## src/rtl/move_controller_if.sv

```systemverilog
// move_controller_if: the cursor/click inputs and the chess_board pick/place bus of the move controller.
// The master modport is the controller side; the slave modport is the board/cursor side.
interface move_controller_if;
    logic        click;
    logic [5:0]  cursor_pos;
    logic        cursor_valid;
    logic [3:0]  sq_code;
    logic [63:0] possible_moves;
    logic        pick_piece;
    logic        place_piece;
    logic [5:0]  figure_position;
    logic [5:0]  from_pos;
    logic        holding;
    logic        turn;
    logic        move_done;
    logic        game_over;
    logic        winner;

    modport master (
        input  click, cursor_pos, cursor_valid, sq_code, possible_moves,
        output pick_piece, place_piece, figure_position, from_pos, holding,
               turn, move_done, game_over, winner
    );

    modport slave (
        output click, cursor_pos, cursor_valid, sq_code, possible_moves,
        input  pick_piece, place_piece, figure_position, from_pos, holding,
               turn, move_done, game_over, winner
    );
endinterface

```

## src/rtl/move_controller.sv

```systemverilog
// move_controller: initiator side of the chess_board pick/place interface.
// Debounces the mouse click, turns accepted clicks into single-cycle pick/place commands,
// enforces turn order, piece colour and the legal-move mask, and detects king capture.
// Optional feature macro: AUTO_RETURN_EN -- a held piece is put back on its origin square
// after HOLD_TIMEOUT cycles without a placing click.
module move_controller #(
    parameter int DEBOUNCE_CYCLES = 650_000,
    parameter int HOLD_TIMEOUT    = 325_000_000
) (
    input  logic              clk,
    input  logic              rst_n,
    move_controller_if.master bus
);

    // Reject configurations that cannot work (a zero debounce or timeout window).
    if (DEBOUNCE_CYCLES < 1 || HOLD_TIMEOUT < 1) begin : g_bad_params
        $error("move_controller: DEBOUNCE_CYCLES and HOLD_TIMEOUT must be >= 1");
    end

    localparam int DB_W = $clog2(DEBOUNCE_CYCLES + 1);

    typedef enum logic [2:0] {
        S_IDLE  = 3'd0,
        S_PICK  = 3'd1,
        S_HOLD  = 3'd2,
        S_PLACE = 3'd3,
        S_RET   = 3'd4,
        S_OVER  = 3'd5
    } state_t;

    // Board codes: 0 empty, 1-6 white (6 king), 7-12 black (12 king), 13 highlight (empty).
    function automatic logic is_white(input logic [3:0] code);
        return (code >= 4'd1) && (code <= 4'd6);
    endfunction

    function automatic logic is_black(input logic [3:0] code);
        return (code >= 4'd7) && (code <= 4'd12);
    endfunction

    function automatic logic is_own(input logic [3:0] code, input logic side);
        return side ? is_black(code) : is_white(code);
    endfunction

    function automatic logic [3:0] opponent_king(input logic side);
        return side ? 4'd6 : 4'd12;
    endfunction

    logic [1:0]      sync_r;
    logic            click_s;
    logic [DB_W-1:0] db_cnt_r;
    logic            filt_r;
    logic            filt_d_r;
    logic            event_s;

    state_t          state_r;
    logic            pick_r;
    logic            place_r;
    logic [5:0]      fig_pos_r;
    logic [5:0]      from_pos_r;
    logic            holding_r;
    logic            turn_r;
    logic            move_done_r;
    logic            game_over_r;
    logic            winner_r;
    logic            capture_king_r;

    logic            legal_s;
    logic            timeout_s;

    // Two-flop synchroniser for the asynchronous mouse button.
    always_ff @(posedge clk or negedge rst_n) begin
        if (!rst_n) begin
            sync_r <= 2'b00;
        end else begin
            sync_r <= {sync_r[0], bus.click};
        end
    end

    assign click_s = sync_r[1];

    // Debounce filter: the filtered level follows only after DEBOUNCE_CYCLES stable cycles.
    always_ff @(posedge clk or negedge rst_n) begin
        if (!rst_n) begin
            db_cnt_r <= {DB_W{1'b0}};
            filt_r   <= 1'b0;
            filt_d_r <= 1'b0;
        end else begin
            filt_d_r <= filt_r;
            if (click_s == filt_r) begin
                db_cnt_r <= {DB_W{1'b0}};
            end else if (db_cnt_r == DB_W'(DEBOUNCE_CYCLES - 1)) begin
                filt_r   <= click_s;
                db_cnt_r <= {DB_W{1'b0}};
            end else begin
                db_cnt_r <= db_cnt_r + DB_W'(1);
            end
        end
    end

    // A click event is the single cycle where the filtered level rises.
    assign event_s = filt_r & ~filt_d_r;

    assign legal_s = bus.possible_moves[6'd63 - bus.cursor_pos];

`ifdef AUTO_RETURN_EN
    localparam int HT_W = $clog2(HOLD_TIMEOUT + 1);
    logic [HT_W-1:0] hold_cnt_r;

    assign timeout_s = (hold_cnt_r == HT_W'(HOLD_TIMEOUT - 1));

    // Hold timer: cleared while not holding, counts every cycle spent in HOLD.
    always_ff @(posedge clk or negedge rst_n) begin
        if (!rst_n) begin
            hold_cnt_r <= {HT_W{1'b0}};
        end else if (state_r != S_HOLD) begin
            hold_cnt_r <= {HT_W{1'b0}};
        end else begin
            hold_cnt_r <= hold_cnt_r + HT_W'(1);
        end
    end
`else
    assign timeout_s = 1'b0;
`endif

    // Move FSM with registered command pulses and game status.
    always_ff @(posedge clk or negedge rst_n) begin
        if (!rst_n) begin
            state_r        <= S_IDLE;
            pick_r         <= 1'b0;
            place_r        <= 1'b0;
            fig_pos_r      <= 6'd0;
            from_pos_r     <= 6'd0;
            holding_r      <= 1'b0;
            turn_r         <= 1'b0;
            move_done_r    <= 1'b0;
            game_over_r    <= 1'b0;
            winner_r       <= 1'b0;
            capture_king_r <= 1'b0;
        end else begin
            pick_r      <= 1'b0;
            place_r     <= 1'b0;
            move_done_r <= 1'b0;
            case (state_r)
                S_IDLE: begin
                    if (event_s && bus.cursor_valid && is_own(bus.sq_code, turn_r)) begin
                        state_r    <= S_PICK;
                        pick_r     <= 1'b1;
                        fig_pos_r  <= bus.cursor_pos;
                        from_pos_r <= bus.cursor_pos;
                    end else begin
                        state_r <= S_IDLE;
                    end
                end
                S_PICK: begin
                    state_r   <= S_HOLD;
                    holding_r <= 1'b1;
                end
                S_HOLD: begin
                    // A click in the timeout cycle wins over the timeout.
                    if (event_s && bus.cursor_valid && (bus.cursor_pos == from_pos_r)) begin
                        state_r   <= S_RET;
                        place_r   <= 1'b1;
                        fig_pos_r <= from_pos_r;
                        holding_r <= 1'b0;
                    end else if (event_s && bus.cursor_valid && legal_s &&
                                 !is_own(bus.sq_code, turn_r)) begin
                        state_r        <= S_PLACE;
                        place_r        <= 1'b1;
                        fig_pos_r      <= bus.cursor_pos;
                        holding_r      <= 1'b0;
                        capture_king_r <= (bus.sq_code == opponent_king(turn_r));
                    end else if (timeout_s) begin
                        state_r   <= S_RET;
                        place_r   <= 1'b1;
                        fig_pos_r <= from_pos_r;
                        holding_r <= 1'b0;
                    end else begin
                        state_r <= S_HOLD;
                    end
                end
                S_PLACE: begin
                    move_done_r <= 1'b1;
                    turn_r      <= ~turn_r;
                    if (capture_king_r) begin
                        game_over_r <= 1'b1;
                        winner_r    <= turn_r;
                        state_r     <= S_OVER;
                    end else begin
                        state_r <= S_IDLE;
                    end
                end
                S_RET: begin
                    state_r <= S_IDLE;
                end
                S_OVER: begin
                    state_r <= S_OVER;
                end
                default: begin
                    state_r   <= S_IDLE;
                    holding_r <= 1'b0;
                end
            endcase
        end
    end

    assign bus.pick_piece      = pick_r;
    assign bus.place_piece     = place_r;
    assign bus.figure_position = fig_pos_r;
    assign bus.from_pos        = from_pos_r;
    assign bus.holding         = holding_r;
    assign bus.turn            = turn_r;
    assign bus.move_done       = move_done_r;
    assign bus.game_over       = game_over_r;
    assign bus.winner          = winner_r;

endmodule

```

## src/flat_wrapper.sv

```systemverilog
// flat-port wrapper written by rule: the top's interface ports become plain ports
module move_controller_flat 
#(
    parameter int DEBOUNCE_CYCLES = 650_000,
    parameter int HOLD_TIMEOUT    = 325_000_000
)
  (clk, rst_n, bus_click, bus_cursor_pos, bus_cursor_valid, bus_sq_code, bus_possible_moves, bus_pick_piece, bus_place_piece, bus_figure_position, bus_from_pos, bus_holding, bus_turn, bus_move_done, bus_game_over, bus_winner);
  move_controller_if bus_i ();
  input  logic clk;
  input  logic rst_n;
  input wire logic [$bits(bus_i.click)-1:0] bus_click;
  input wire logic [$bits(bus_i.cursor_pos)-1:0] bus_cursor_pos;
  input wire logic [$bits(bus_i.cursor_valid)-1:0] bus_cursor_valid;
  input wire logic [$bits(bus_i.sq_code)-1:0] bus_sq_code;
  input wire logic [$bits(bus_i.possible_moves)-1:0] bus_possible_moves;
  output wire logic [$bits(bus_i.pick_piece)-1:0] bus_pick_piece;
  output wire logic [$bits(bus_i.place_piece)-1:0] bus_place_piece;
  output wire logic [$bits(bus_i.figure_position)-1:0] bus_figure_position;
  output wire logic [$bits(bus_i.from_pos)-1:0] bus_from_pos;
  output wire logic [$bits(bus_i.holding)-1:0] bus_holding;
  output wire logic [$bits(bus_i.turn)-1:0] bus_turn;
  output wire logic [$bits(bus_i.move_done)-1:0] bus_move_done;
  output wire logic [$bits(bus_i.game_over)-1:0] bus_game_over;
  output wire logic [$bits(bus_i.winner)-1:0] bus_winner;
  assign bus_i.click = bus_click;
  assign bus_i.cursor_pos = bus_cursor_pos;
  assign bus_i.cursor_valid = bus_cursor_valid;
  assign bus_i.sq_code = bus_sq_code;
  assign bus_i.possible_moves = bus_possible_moves;
  assign bus_pick_piece = bus_i.pick_piece;
  assign bus_place_piece = bus_i.place_piece;
  assign bus_figure_position = bus_i.figure_position;
  assign bus_from_pos = bus_i.from_pos;
  assign bus_holding = bus_i.holding;
  assign bus_turn = bus_i.turn;
  assign bus_move_done = bus_i.move_done;
  assign bus_game_over = bus_i.game_over;
  assign bus_winner = bus_i.winner;
  move_controller #(.DEBOUNCE_CYCLES(DEBOUNCE_CYCLES), .HOLD_TIMEOUT(HOLD_TIMEOUT)) u_core (.clk(clk), .rst_n(rst_n), .bus(bus_i));
endmodule
```

## config.mk

```make
export PLATFORM = sky130hd
export DESIGN_NAME = move_controller_flat
export DESIGN_NICKNAME = d
export VERILOG_FILES = /design/src/rtl/move_controller_if.sv /design/src/rtl/move_controller.sv /design/src/flat_wrapper.sv
export SDC_FILE = /design/constraint.sdc
export NUM_CORES = 1
export LEC_CHECK = 0
export CORE_AREA = 2 2 101 103
export CTS_BUF_LIST = sky130_fd_sc_hd__clkbuf_4 sky130_fd_sc_hd__clkbuf_8
export DETAILED_ROUTE_END_ITERATION = 8
export DIE_AREA = 0 0 103 105
export DONT_BUFFER_PORTS = 1
export PLACE_DENSITY = 0.52
export SLEW_MARGIN = 25
export SYNTH_ARGS = -nofsm -noshare
export SYNTH_HDL_FRONTEND = slang
export SYNTH_SLANG_ARGS = --single-unit
```

## constraint.sdc

```tcl
create_clock -name clk -period 2.6 [get_ports clk]
set_input_delay 0.52 -clock clk [delete_from_list [all_inputs] [get_ports clk]]
set_output_delay 0.52 -clock clk [all_outputs]
set_load 0.01 [all_outputs]
```

======== After elaboration in Yosys (flattened, before gate mapping) ========
Index checks and enable logic that the tools add are counted.
cells by class
  equality and inequality tests ........... 11
  mux-type cells .......................... 24
  add/sub/neg operators ................... 2
  bitwise operators ....................... 6
  reduce and logical (&&, ||, !) cells .... 17
  $lt $le $gt $ge ......................... 5
operators by type and width
  kind                     number
  $mux W20                 2
  $add A20 B1 Y20 const B  1
  $eq A20 B20 Y1 const B   1
  $mux W6                  3
  $pmux W3 S5              1
  $mux W1                  12
  $pmux W6 S2              1
  $reduce_and A2 Y1        4
  $logic_and A1 B1 Y1      7
  $lt A6 B7 Y1 const B     1
  $bmux W1 S6              1
  $eq A3 B2 Y1 const B     2
  $eq A3 B3 Y1 const B     2
  $eq A6 B6 Y1             1
  $mux W3                  2
  $reduce_and A3 Y1        2
  $sub A6 B6 Y6 const A    1
  $not A1 Y1               5
  $eq A4 B4 Y1             1
  $ge A4 B1 Y1 const B     1
  $ge A4 B3 Y1 const B     1
  $le A4 B3 Y1 const B     1
  $le A4 B4 Y1 const B     1
  $mux W4                  1
  other kinds (10)         10
word-level totals
  register bits after elaboration ......... 47
  output and inout bits ................... 19
  logic and storage cells ................. 80
  input bits .............................. 78

======== Depth between registers and ports, before layout ========
  word-level depth ........................ 8
  mapped depth ............................ 9

======== Least setup slack after synthesis ========
OpenSTA, ideal clock, no wires.
  path kind ............................... in2reg
  start ................................... input bus_cursor_pos[0]
  end ..................................... register u_core.fig_pos_r[0] (netlist: u_core.bus.figure_position[0])
  library setup time ...................... 0.125 ns
  stages on the path ...................... 9
  buffers on the path ..................... 2
  data required time ...................... 2.475 ns
  path slack .............................. 0.314 ns
  data arrival time ....................... 2.160 ns
  path through ............................ buf_6 > buf_6 > mux2i_1 > a22oi_1 > a211oi_2 > nor3_1 > and2_4 > o31a_4 > mux2_4
between the ends
  word-level cells in the longest chain between the ends .. 7
  elaborated cells on any way between the ends .. 13
  those cells by class .................... 1 x add/sub; 2 x eq/ne; 6 x mux; 4 x reduce/logical
ends and longest elaborated chain
  what                              RTL line                text
  start: declaration                flat_wrapper.sv:12      input wire logic [$bits(bus_i.cursor_pos)-1:0] bus_cursor_pos;
  $sub A6 B6 Y6                     move_controller.sv:103  assign legal_s = bus.possible_moves[6'd63 - bus.cursor_pos];
  $bmux W1 S6                       move_controller.sv:103
  $mux W1 (implied by the code)     move_controller.sv:103
  $logic_and A1 B1 Y1 (2 in a row)  move_controller.sv:165  end else if (event_s && bus.cursor_valid && legal_s &&
  $ne A3 B1 Y1 (no line)            -
  $reduce_and A3 Y1 (no line)       -
  end signal: assignment            move_controller.sv:163  fig_pos_r <= from_pos_r;
  end signal: assignment            move_controller.sv:169  fig_pos_r <= bus.cursor_pos;
  end signal: assignment            move_controller.sv:175  fig_pos_r <= from_pos_r;
  end: declaration                  move_controller.sv:58   logic [5:0] fig_pos_r;
Several ways; a longest one is shown, not always the timed one. The select of a mux whose other input is x is not followed.
A chain may end at the register's enable or synchronous reset.

======== Worst setup path in the final report ========
  start ................................... register u_core.turn_r (netlist: u_core.bus.turn)
  end ..................................... register u_core.fig_pos_r[0] (netlist: u_core.bus.figure_position[0])
between the ends
  word-level cells in the longest chain between the ends .. 5
  elaborated cells on any way between the ends .. 7
  those cells by class .................... 2 x eq/ne; 1 x mux; 4 x reduce/logical
ends and longest elaborated chain
  what                           RTL line                text
  start: declaration             move_controller.sv:61   logic turn_r;
  start signal: assignment       move_controller.sv:183  turn_r <= ~turn_r;
  $mux W1 *                      move_controller.sv:41   return side ? is_black(code) : is_white(code);
  $logic_not A1 Y1               move_controller.sv:166  !is_own(bus.sq_code, turn_r)) begin
  $logic_and A1 B1 Y1            move_controller.sv:165
  $ne A3 B1 Y1 (no line)         -
  $reduce_and A3 Y1 (no line) *  -
Every way passes the cells marked *; elsewhere a longest branch is shown, timed or not.

==> summary.txt <==
Finish
  • Share of layout cells above drive strength 1: 0.124
  • Nets: 345
  • Synthesis-to-layout area growth: 9.95%
  • Most frequent cells in the layout: dfrtp_1, mux2i_1, nor2_1
  • Commonest non-fill, non-tap cell in the layout: dfrtp_1
  • Filler Cells Inserted: 1021
  • Antenna Cells: 0

Die
  • Die H: 105 um
  • Core footprint: 9640 um^2
  • Die Wd: 103 um
  • Starting density of the core: 0.288
  • Io pins: 97
  • FP Rows: 36
  • Die ar.: 10800 um^2

Placement
  • Post-DP HPWL: 4930 um
  • GP Congestion: 0.749
  • Buffers on Ports: 0

Pwr
  • Leak: 1.34 nW
  • Tot Pwr: 0.00152 W
  • Maximum vdd ir drop: 212 uV
  • P per Cell Area: 497 nW/um^2

Worst setup path
  • Worst path bufs/invs: 0
  • CP Cell Sequence: nor4_1, a21oi_1, nor4bb_2, and2_4, o31a_4, mux2_4
  • Critical Path Sink Type: register
  • Crit Path Class: register to register
  • Slowest CP cell: dfrtp_1
  • Worst reg2reg startpoint: u_core.bus.turn
  • Worst reg-to-reg path cell count: 6
  • Data arrival, critical path: 2290 ps
  • CP required: 2800 ps
  • Worst path top cell family by delay: simple AND/OR/NAND/NOR gates
  • Reg2reg end: u_core.bus.figure_position[0]
  • R2R Setup Slk: 510 ps
  • CP max stage delay: 510 ps
  • CP Max Fanout: 7
  • Type of origin of the critical path: register

STA
  • Worst relative slew slack: 0.563
  • # setup viols final: 0
  • Final Hold Vio Count: 0
  • Fmax: 0.478 GHz
  • Final worst path period need: 2090 ps
  • Clock skew: 13.0 ps
  • Fraction of the cycle the final worst path needs: 0.804
  • Slew Viols, Final: 0
  • Final setup TNS: 0 ps
  • Worst-margin pin slew: 652 ps
  • RSZ-0062 raised after global routing: no

Synthesis
  • Post-synth cell types: 42
  • Post-synth EDFFs: 0
  • Post-synth top flop: dfrtp_1
  • Synth Net Count: 346
  • Mapped Area: 2780 um^2
  • Seq cells post-synth: 47
  • Avg Inst Size Synth: 10.4 um^2
  • Post-synthesis sequential area ratio: 0.423
  • Synth Instances: 267
  • FFs w/ async S/R, synth: 1.00
  • Synth warn: 0

GRT
  • Initial antenna violation count: 0
  • GRT Resource Usage Total: 0.121
  • First-pass GRT wire length: 10200 um
  • Gr ovfl total: 0
  • Vias in the first global route: 1997
  • Pin count of the biggest net entering global routing: 48

Run
  • Max-cap viol count: 0

Drt
  • WL/cell: 15.8 um
  • DR pass1 iterations: 4
  • Overall routed net length: 6310 um
  • Vias per cell: 4.93
  • Iteration-0 DRC Markers: 79
  • Remaining antenna violation count: 0
  • DR DRC count: 0
  • Vias: 1973

Clock tree
  • CTS tree: built
  • Clock Latency Late Sink: 300 ps
  • Clock Sinks: 47
  • Clock slew at reported path FFs: 90 ps
  • TritonCTS buffer count: 5
  • Post-CTS Resized: 0
  • H-tree Lvls: 2
  • Root Buffer: clkbuf_8
  • Clk buf depth: 2

Outcome
  • Outcome: finished, final reports clean

Worst hold path
  • Worst min-delay path category: primary input to asynchronous set/reset pin
cell usage after synthesis (2+ instances only):
library cell  instances  share of area
a21oi_1              11          0.020
a22oi_1              17          0.046
and2_1                2         0.0045
and2_4                2         0.0063
and3_1                6          0.014
and4_1                2         0.0063
buf_4                 3         0.0081
buf_6                 3          0.012
clkbuf_1              6         0.0081
dfrtp_1              47           0.42
inv_1                 3         0.0041
mux2_2                8          0.032
mux2_4                5          0.027
mux2i_1              32           0.12
nand2_1              11          0.015
nand2b_1              4         0.0090
nand3_1              11          0.020
nand4_1               4         0.0090
nor2_1               26          0.035
nor2b_1               4         0.0090
nor3_1                4         0.0072
nor3b_1               2         0.0054
nor4_1                2         0.0045
nor4b_1               2         0.0063
o21ai_0               9          0.016
xnor2_1               9          0.028
xor2_1               17          0.054
power breakdown:
part	total (W)	switching [W]	internal [W]
Sequential	0.000752	0.0000118	0.000740
Clock	0.000642	0.000247	0.000395
Combinational	0.000125	0.0000607	0.0000638
Total	0.00152	0.000319	0.00120
repair_timing:
action	4_1_cts	5_1_grt
hold buffers	1	0
setup endpoints to repair	0	0
setup buffers	0	0
hold endpoints to repair	47	0
metrics by stage:
stage                     worst slack, ps   util  instance area (um^2)  hold slack [ps]  instances
after floorplan                       314      -                  2780              224        267
after global placement                225  0.300                  2890              227        391
after detailed placement              186  0.300                  2890              227        391
after CTS                             493  0.317                  3050             61.8        400
after global routing                  352  0.317                  3050             62.8        400
final                                 509  0.317                  3050             58.6        400
logic make-up after synthesis:
logic type	share of synthesized area
buffers and inverters	0.0342
multiplexers	0.179
AO/OA/AOI/OAI	0.111
XOR/XNOR	0.0820
flip-flops	0.423
adder cells (fa/ha/maj)	0.00450
AND/OR/NAND/NOR	0.166
layout make-up:
class / instances / area, um^2 / area share
clock inverters: 2 / 60.1 / 0.0197
multi-input cells: 204 / 1510 / 0.493
inverters: 3 / 11.3 / 0.00369
clock buffers: 6 / 76.3 / 0.0250
repair buffers: 5 / 57.6 / 0.0188
flip-flops and latches: 47 / 1180 / 0.385
well taps: 133 / 166 / 0.0545
worst max path at each step:
stage                 startpoint                             to  slack [ps]  cells past startpoint
2_1_floorplan  bus_cursor_pos[0]  u_core.bus.figure_position[0]         310                      9
3_3_place_gp      bus_sq_code[1]  u_core.bus.figure_position[3]         230                      7
3_5_place_dp      bus_sq_code[1]  u_core.bus.figure_position[3]         190                      7
4_1_cts          u_core.bus.turn  u_core.bus.figure_position[0]         490                      6
5_1_grt          u_core.bus.turn  u_core.bus.figure_position[3]         350                      6
6_report         u_core.bus.turn  u_core.bus.figure_position[0]         510                      6
sequential cells by signal (all words and copies together), names as in the netlist:
| signal | count |
|---|---|
| u_core.bus.turn | 1 |
| u_core.db_cnt_r | 20 |
| u_core.bus.pick_piece | 1 |
| u_core.sync_r | 2 |
| u_core.bus.figure_position | 6 |
| u_core.bus.holding | 1 |
| u_core.capture_king_r | 1 |
| u_core.bus.winner | 1 |
| u_core.filt_r | 1 |
| u_core.bus.place_piece | 1 |
| u_core.bus.game_over | 1 |
| u_core.bus.move_done | 1 |
| u_core.bus.from_pos | 6 |
| u_core.filt_d_r | 1 |
| u_core.state_r | 3 |
layer usage:
layer | wire length [um] | GRT usage | up-vias | share of wire
li1 | - | - | 958 | -
met1 | 2600 | 0.144 | 946 | 0.41
met2 | 3250 | 0.215 | 65 | 0.52
met3 | 410 | 0.0281 | 4 | 0.065
met4 | 38 | 0.0310 | 0 | 0.0060
met5 | 0 | 0 | - | 0
worst reg2reg max path: stages (launching register included):
cell      delay [ps]
dfrtp_1          510
nor4_1           100
a21oi_1          290
nor4bb_2         380
and2_4           210
o31a_4           190
mux2_4           310
Note: power is estimated with default switching activity, not from simulation.
